File: config.mk
export PLATFORM = sky130hd
export DESIGN_NAME = lights_out_button_frontend_flat
export DESIGN_NICKNAME = d
export VERILOG_FILES = /design/src/rtl/lights_out_button_frontend_pkg.sv /design/src/rtl/lights_out_button_frontend_if.sv /design/src/rtl/lights_out_button_frontend_debounce.sv /design/src/rtl/lights_out_button_frontend.sv /design/src/flat_wrapper.sv
export SDC_FILE = /design/constraint.sdc
export NUM_CORES = 1
export LEC_CHECK = 0
export CAP_MARGIN = 20
export CORE_MARGIN = 3
export CORE_UTILIZATION = 38
export CTS_CLUSTER_SIZE = 16
export DETAILED_ROUTE_END_ITERATION = 6
export HOLD_SLACK_MARGIN = 0.05
export SETUP_SLACK_MARGIN = 0.02
export SKIP_LAST_GASP = 1
export SLEW_MARGIN = 10
export SYNTH_ARGS = -nofsm -noshare
export SYNTH_HDL_FRONTEND = slang
export SYNTH_SLANG_ARGS = --single-unit
File: constraint.sdc
create_clock -name clk -period 4.77 [get_ports clk]
set_input_delay 1.1925 -clock clk [delete_from_list [all_inputs] [get_ports clk]]
set_output_delay 1.1925 -clock clk [all_outputs]
set_load 0.05 [all_outputs]
File: src/rtl/lights_out_button_frontend_pkg.sv
// Shared definitions for the lights-out board: cell count, index width and cell names.
// Used by the button frontend, the game core and the field driver.
package lights_out_pkg;

    localparam int N_CELLS    = 9;
    localparam int CELL_IDX_W = 4;

    typedef enum logic [CELL_IDX_W-1:0] {
        CELL_1 = 4'd0,
        CELL_2 = 4'd1,
        CELL_3 = 4'd2,
        CELL_4 = 4'd3,
        CELL_5 = 4'd4,
        CELL_6 = 4'd5,
        CELL_7 = 4'd6,
        CELL_8 = 4'd7,
        CELL_9 = 4'd8
    } cell_e;

    // (base + step) mod N_CELLS for base < N_CELLS and step <= N_CELLS.
    function automatic logic [CELL_IDX_W-1:0] wrap_cell(input logic [CELL_IDX_W-1:0] base,
                                                        input int step);
        int s;
        s = int'(base) + step;
        if (s >= N_CELLS) s = s - N_CELLS;
        return CELL_IDX_W'(s);
    endfunction

endpackage

File: src/rtl/lights_out_button_frontend_if.sv
// Press-event handshake between the button frontend (master) and the game core (slave).
interface lights_out_button_frontend_if;
    import lights_out_pkg::*;

    logic                  press_valid;
    logic                  press_ready;
    logic [CELL_IDX_W-1:0] press_idx;
    logic [N_CELLS-1:0]    press_mask;

    modport master (output press_valid, press_idx, press_mask, input press_ready);
    modport slave  (input press_valid, press_idx, press_mask, output press_ready);

endinterface

File: src/rtl/lights_out_button_frontend_debounce.sv
// One button: two-flop synchroniser, stable-count debouncer and rising-edge detect.
module lo_debounce #(
    parameter int DEBOUNCE_CYCLES = 50000
) (
    input  logic clk,
    input  logic rst_n,
    input  logic ena_i,
    input  logic raw_i,
    output logic level_o,
    output logic rise_o
);

    localparam int CNT_W = $clog2(DEBOUNCE_CYCLES + 1);

    logic             sync1_q;
    logic             sync2_q;
    logic             level_q;
    logic             level_d;
    logic             prev_q;
    logic [CNT_W-1:0] cnt_q;
    logic [CNT_W-1:0] cnt_d;

    // Any cycle where the synchronised input matches the accepted level restarts the count.
    always_comb begin
        level_d = level_q;
        cnt_d   = '0;
        if (sync2_q != level_q) begin
            if (cnt_q == CNT_W'(DEBOUNCE_CYCLES - 1)) level_d = sync2_q;
            else                                       cnt_d   = cnt_q + CNT_W'(1);
        end
    end

    always_ff @(posedge clk) begin
        if (!rst_n) begin
            sync1_q <= 1'b0;
            sync2_q <= 1'b0;
            level_q <= 1'b0;
            prev_q  <= 1'b0;
            cnt_q   <= '0;
        end else if (ena_i) begin
            sync1_q <= raw_i;
            sync2_q <= sync1_q;
            level_q <= level_d;
            prev_q  <= level_q;
            cnt_q   <= cnt_d;
        end
    end

    assign level_o = level_q;
    assign rise_o  = level_q & ~prev_q;

endmodule

File: src/rtl/lights_out_button_frontend.sv
// Lights-out input frontend: debounced buttons feed a pending bitmap that a round-robin
// arbiter drains one press event at a time into a valid/ready output register.
module lights_out_button_frontend
    import lights_out_pkg::*;
#(
    parameter int DEBOUNCE_CYCLES = 50000
) (
    input  logic                 clk,
    input  logic                 rst_n,
    input  logic                 ena_i,
    input  logic [N_CELLS-1:0]   btn_raw_i,
    output logic [N_CELLS-1:0]   btn_level_o,
    output logic                 overrun_o,
    lights_out_button_frontend_if.master press
);

    localparam logic [N_CELLS-1:0] ONE_HOT0 = N_CELLS'(1);

    logic [N_CELLS-1:0]    rise;
    logic [N_CELLS-1:0]    pending_q;
    logic [N_CELLS-1:0]    pending_d;
    logic [N_CELLS-1:0]    clear;
    logic [CELL_IDX_W-1:0] rr_q;
    logic [CELL_IDX_W-1:0] rr_d;
    logic                  valid_q;
    logic                  valid_d;
    logic [CELL_IDX_W-1:0] idx_q;
    logic [CELL_IDX_W-1:0] idx_d;
    logic [N_CELLS-1:0]    mask_q;
    logic [N_CELLS-1:0]    mask_d;
    logic                  overrun_q;
    logic                  overrun_d;
    logic [CELL_IDX_W-1:0] cand;
    logic [CELL_IDX_W-1:0] sel;
    logic                  found;
    logic                  take;

    for (genvar i = 0; i < N_CELLS; i++) begin : g_cell
        lo_debounce #(.DEBOUNCE_CYCLES(DEBOUNCE_CYCLES)) u_db (
            .clk     (clk),
            .rst_n   (rst_n),
            .ena_i   (ena_i),
            .raw_i   (btn_raw_i[i]),
            .level_o (btn_level_o[i]),
            .rise_o  (rise[i])
        );
    end

    // Round-robin search begins one past the last issued cell.
    always_comb begin
        cand  = '0;
        sel   = '0;
        found = 1'b0;
        for (int k = 1; k <= N_CELLS; k++) begin
            cand = wrap_cell(rr_q, k);
            if (!found && pending_q[cand]) begin
                found = 1'b1;
                sel   = cand;
            end
        end
    end

    always_comb begin
        take      = ena_i && (!valid_q || press.press_ready);
        clear     = (take && found) ? (ONE_HOT0 << sel) : '0;
        // A rise on a cell being issued this cycle survives as a fresh pending press.
        pending_d = (pending_q & ~clear) | rise;
        overrun_d = |(rise & pending_q & ~clear);
        valid_d   = valid_q;
        idx_d     = idx_q;
        mask_d    = mask_q;
        rr_d      = rr_q;
        if (take) begin
            valid_d = found;
            if (found) begin
                idx_d  = sel;
                mask_d = ONE_HOT0 << sel;
                rr_d   = sel;
            end
        end
    end

    always_ff @(posedge clk) begin
        if (!rst_n) begin
            pending_q <= '0;
            rr_q      <= CELL_IDX_W'(N_CELLS - 1);
            valid_q   <= 1'b0;
            idx_q     <= '0;
            mask_q    <= '0;
            overrun_q <= 1'b0;
        end else if (ena_i) begin
            pending_q <= pending_d;
            rr_q      <= rr_d;
            valid_q   <= valid_d;
            idx_q     <= idx_d;
            mask_q    <= mask_d;
            overrun_q <= overrun_d;
        end else begin
            overrun_q <= 1'b0;
        end
    end

    assign press.press_valid = valid_q;
    assign press.press_idx   = idx_q;
    assign press.press_mask  = mask_q;
    assign overrun_o         = overrun_q & ena_i;

endmodule
File: src/flat_wrapper.sv
// flat-port wrapper written by rule: the top's interface ports become plain ports
module lights_out_button_frontend_flat import lights_out_pkg::*;
#(
    parameter int DEBOUNCE_CYCLES = 50000
)
  (clk, rst_n, ena_i, btn_raw_i, btn_level_o, overrun_o, press_press_valid, press_press_idx, press_press_mask, press_press_ready);
  lights_out_button_frontend_if press_i ();
  input  logic clk;
  input  logic rst_n;
  input  logic ena_i;
  input  logic [N_CELLS-1:0] btn_raw_i;
  output logic [N_CELLS-1:0] btn_level_o;
  output logic overrun_o;
  output wire logic [$bits(press_i.press_valid)-1:0] press_press_valid;
  output wire logic [$bits(press_i.press_idx)-1:0] press_press_idx;
  output wire logic [$bits(press_i.press_mask)-1:0] press_press_mask;
  input wire logic [$bits(press_i.press_ready)-1:0] press_press_ready;
  assign press_press_valid = press_i.press_valid;
  assign press_press_idx = press_i.press_idx;
  assign press_press_mask = press_i.press_mask;
  assign press_i.press_ready = press_press_ready;
  lights_out_button_frontend #(.DEBOUNCE_CYCLES(DEBOUNCE_CYCLES)) u_core (.clk(clk), .rst_n(rst_n), .ena_i(ena_i), .btn_raw_i(btn_raw_i), .btn_level_o(btn_level_o), .overrun_o(overrun_o), .press(press_i));
endmodule
; Word-level counts from Yosys, hierarchy flattened
; Cells that the tools add are included.
[totals]
output_inout_bits = 24
input_bits = 13
wordCells = 236
regBits = 208
[op_classes]
bitwise = 24
n_eq_ne = 18
add_sub_neg = 27
shifts = 1
magnitude_cmp = 18
n_mux = 64
reduce_logical = 33
[op_table]
columns = op, count
row1 = $mux W16, 18
row2 = $add A16 B1 Y16 const B, 9
row3 = $eq A16 B16 Y1 const B, 9
row4 = $mux W4, 18
row5 = $ge A5 B4 Y1 const B, 9
row6 = $lt A4 B5 Y1 const B, 9
row7 = $bmux W1 S4, 9
row8 = $sub A4 B4 Y4 const B, 9
row9 = $reduce_and A3 Y1, 10
row10 = $and A9 B9 Y9, 3
row11 = $add A4 B3 Y5 const B, 4
row12 = $mux W1, 18
row13 = $add A4 B2 Y5 const B, 2
row14 = $add A4 B4 Y5 const B, 2
row15 = $and A1 B1 Y1, 10
row16 = $logic_and A1 B1 Y1, 10
row17 = $logic_not A1 Y1, 9
row18 = $mux W9, 1
row19 = $ne A1 B1 Y1, 9
row20 = $not A1 Y1, 9
row21 = $not A9 Y9, 1
row22 = $or A9 B9 Y9, 1
row23 = $reduce_or A9 Y1, 1
row24 = $shl A1 B4 Y9 const A, 1
row25 = other kinds (3), 4

; Logic depth before layout (Yosys ltp)
[logic_depth]
ltp_word = 35
mapped_depth = 23
ltp_nobuf = 16

; By module
; A second synthesis with hierarchy kept.
[unflattened]
cells_unflattened = 1822
area_unflattened_um2 = 14741.6
[by_module_without_submodules]
columns = mod, area_each_um2, cells_per_inst, seq_area_each_um2, instances
row1 = lo_debounce, 1053.5, 124, 400.4, 9
row2 = lights_out_button_frontend, 5260.0, 706, 500.5, 1

; Worst setup path before layout
; OpenSTA, ideal clock, no wires.
[synth_timing]
kind = register to register
startpoint = register u_core.press.press_idx[0] (netlist name)
endpoint = register u_core.overrun_q
setup_ns = 0.129
arrival_ns = 4.662
path_slack_ns = -0.021
required_time_ns = 4.641
path_stages_with_launch = 22
path_buffers = 6
synth_period_minus_slack_ns = 4.791
path_cell_list = dfxtp_1 buf_6 buf_4 inv_1 buf_2 buf_2 ha_1 buf_2 or3b_1 a21oi_1 a21oi_2 o221a_2 a2111o_1 and3_1 and3_1 clkbuf_1 a221o_1 o221ai_1 nand2_1 nor4_2 o22a_1 a31oi_1
[synth_rtl]
columns = element, line_no
row1 = end signal: assignment, lights_out_button_frontend.sv:97  ; overrun_q <= overrun_d;
row2 = end: declaration, lights_out_button_frontend.sv:31  ; logic overrun_q;

==> flow_summary.yaml <==
status:
  status: "finished clean"
power:
  peakVddDrop_mv: 0.345
  powerDensity_nw_per_um2: 533
  p_total_mw: 8.28
  leakage_nw: 5.54
setup_path:
  worstReg2RegStart: "u_core.press.press_idx[0]"
  reg2regPathDepth: 15
  cp.arrival_ns: 4.91
  worstPathRequired_ns: 5.15
  rrSetupSlack_ns: 0.24
  worstPathMaxFanout: 55
  startpoint: "u_core.press.press_idx[0]"
  path_class: "reg -> reg"
  end_kind: "register"
  endpoint: "u_core.overrun_q"
  worstSetupStartpointType: "register"
  r2r-end: "u_core.overrun_q"
synth:
  avgSynthCellArea_um2: 7.92
  synth_edf_count: 0
  synth_cells: 1718
  synth_ff_type: "dfxtp_1"
  synth-seq-cells: 205
  ys_async_sr_fraction: 0
  yosysSeqAreaShare: 0.302
  synth_area_um2: 13600
  synth_warnings: 0
  synth_cell_types: 106
  syn_nets: 1762
clock_tree:
  h-tree-depth: 1
  clock_path_buffers: 3
  cts.sinks: 205
  cts-buffers-inserted: 23
  cts_tree: "built"
  clock_latency_ns: 0.51
  clkSlewWorstSetupHoldPaths_ns: 0.06
  clockRootBuffer: "clkbuf_16"
global_routing:
  grt_pass1_vias: 12000
  grt_max_degree: 56
  gr-total-overflow: 0
  grt_util_all_layers: 0.197
  antenna_found_initial: 0
  grt_first_pass_wirelength_mm: 63.0
timing:
  timing.final.crit_share: 0.949
  tightest_slew_ns: 0.890
  setup_tns_ns: 0
  clock_skew_ns: 0.0105
  setup_ws_ns: 0.243
  min_period_ns: 4.53
  hold_viol: 0
  final-max-slew-violation-count: 0
  setup_violations: 0
  rsz0062_at_grt: "false"
  max_slew_margin: 0.406
  fmax_ghz: 0.221
routing:
  drc: 0
  firstDrtPassIters: 5
  first_iter_violations: 1020
  viasPerCell: 5.72
  ant_nets: 0
  finalWirelength_mm: 39.1
  vias: 12700
  wl_per_cell_um: 17.6
hold_path:
  hold_path_class: "reg -> reg"
placement:
  place_ws_ns: 0.149
  portBuffers: 36
  dp_hpwl_mm: 28.6
  gp_congestion: 0.969
  place_inst: 2183
cells_and_area:
  fillers: 3476
  num_antenna_cells: 0
  finalNetCount: 1798
  area_delta_synth_final_pct: 14.2
  layout-drive-gt1-share: 0.110
  fin_util: 0.445
  stdcell_count: 2223
run:
  max_cap_viol_count: 0
floorplan:
  die_h_um: 195
  fp.dieArea_um2: 38100
  rows: 68
  dieWidth_um: 195
  start_util: 0.390
  io_pins: 37
  placeableCoreArea_um2: 34900
cell usage after synthesis, types with 16 or more instances:
master	number	share of area
a21boi_0	25	0.014
a21oi_1	75	0.028
a31oi_1	28	0.013
and2_1	24	0.011
and3_1	34	0.016
buf_2	20	0.0074
clkbuf_1	62	0.017
dfxtp_1	205	0.30
ha_1	31	0.029
inv_1	26	0.0072
mux2i_1	62	0.046
nand2_1	169	0.047
nand2b_1	22	0.010
nand3_1	65	0.024
nand4_1	51	0.023
nor2_1	193	0.053
nor2b_1	68	0.031
nor3_1	46	0.017
nor4_1	16	0.0074
o211ai_1	16	0.0088
o21ai_0	72	0.026
xnor2_1	51	0.033
xor2_1	67	0.043
state kept, by name, indices dropped and copies added (netlist names):
| register | count |
|---|---|
| u_core.g_cell.u_db.cnt_q | 144 |
| u_core.g_cell.u_db.level_o | 9 |
| u_core.g_cell.u_db.prev_q | 9 |
| u_core.g_cell.u_db.sync1_q | 9 |
| u_core.g_cell.u_db.sync2_q | 9 |
| u_core.pending_q | 9 |
| u_core.press.press_mask | 9 |
| u_core.press.press_idx | 4 |
| u_core.overrun_q | 1 |
| u_core.press.press_valid | 1 |
| u_core.rr_q | 1 |
layout by cell type (no fill, tap or decap), drive strengths merged, types with 10 or more instances in the layout:
cell type,instances
dfxtp,205
nor2,195
nand2,171
buf,83
o21ai,78
a21oi,77
nor2b,69
xor2,67
nand3,65
mux2i,63
xnor2,54
nand4,52
nor3,46
and3,35
clkdlybuf4s50,34
ha,31
a31oi,29
clkbuf,29
inv,28
a21boi,27
and2,26
nand2b,22
nor4,18
o211ai,16
a211oi,14
a21o,12
nand3b,10
per-stage QoR:
stage,instance area [um^2],hold slack (ns)
3_3_place_gp,14600,0.458
4_1_cts,15400,0.473
5_1_grt,15500,0.507
2_1_floorplan,13600,0.450
6_report,15500,0.467
3_5_place_dp,14600,0.464
cell families after synthesis:
group,count (synthesis),share of synthesized area
muxes,73,0.0582
buffers and inverters,136,0.0461
adders and majority gates,31,0.0285
and+or+nand+nor,778,0.295
DFF,205,0.302
AOI/OAI and AO/OA,374,0.191
xor gates and xnor gates,121,0.0796
layer usage:
layer  up-vias  share of wire  track usage
met5         -              0            0
met4         0          0.028       0.0549
met3        87          0.059       0.0236
met2       380           0.45        0.322
met1      5985           0.46        0.274
li1       6260              -            -
critical path, cell delays in order (launching register included):
cell and delay [ns]:
dfxtp_2 0.35, buf_12 0.27, ha_1 0.31, a22oi_1 0.12, o21ai_1 0.27, mux2i_1 0.33
mux4_2 0.53, o21ai_1 0.27, o221ai_1 0.26, and2_1 0.29, mux2i_2 0.27, a2bb2oi_1 0.25
and2_2 0.31, nand3_1 0.16, a311oi_1 0.30, a31oi_1 0.11
final cells by class:
class	count	area, um^2	share of cell area
Clock inverter	10	160	0.0103
Inverter	30	113	0.00725
Multi-Input combinational cell	1377	8950	0.576
Tap cell	455	569	0.0367
Sequential cell	205	4110	0.264
Clock buffer	29	648	0.0417
Timing Repair Buffer	117	981	0.0632
worst min-delay path by stage:
stage,start,to,slack (ns),cells past startpoint
detailed placement,u_core.press.press_mask[2],u_core.press.press_mask[2],0.46,2
global placement,u_core.press.press_mask[2],u_core.press.press_mask[2],0.46,2
finish,u_core.press.press_mask[2],u_core.press.press_mask[2],0.47,2
CTS,u_core.press.press_mask[2],u_core.press.press_mask[2],0.47,2
global route,u_core.press.press_mask[2],u_core.press.press_mask[2],0.51,2
floorplan,u_core.g_cell[3].u_db.cnt_q[10],u_core.g_cell[3].u_db.cnt_q[10],0.45,2
power breakdown:
part           total [mW]  internal (mW)  switching (mW)
registers            1.82           1.77          0.0483
logic                4.58           1.74            2.84
clock network        1.88           1.17           0.706
timing repair:
action / in CTS / in global routing
setup buffers: 0 / 1
gates resized for setup: 0 / 23
hold endpoints to repair: 0 / 0
hold buffers: 0 / 0
endpoints found under the setup margin: 0 / 16
Power figures use the tool's default switching activity.
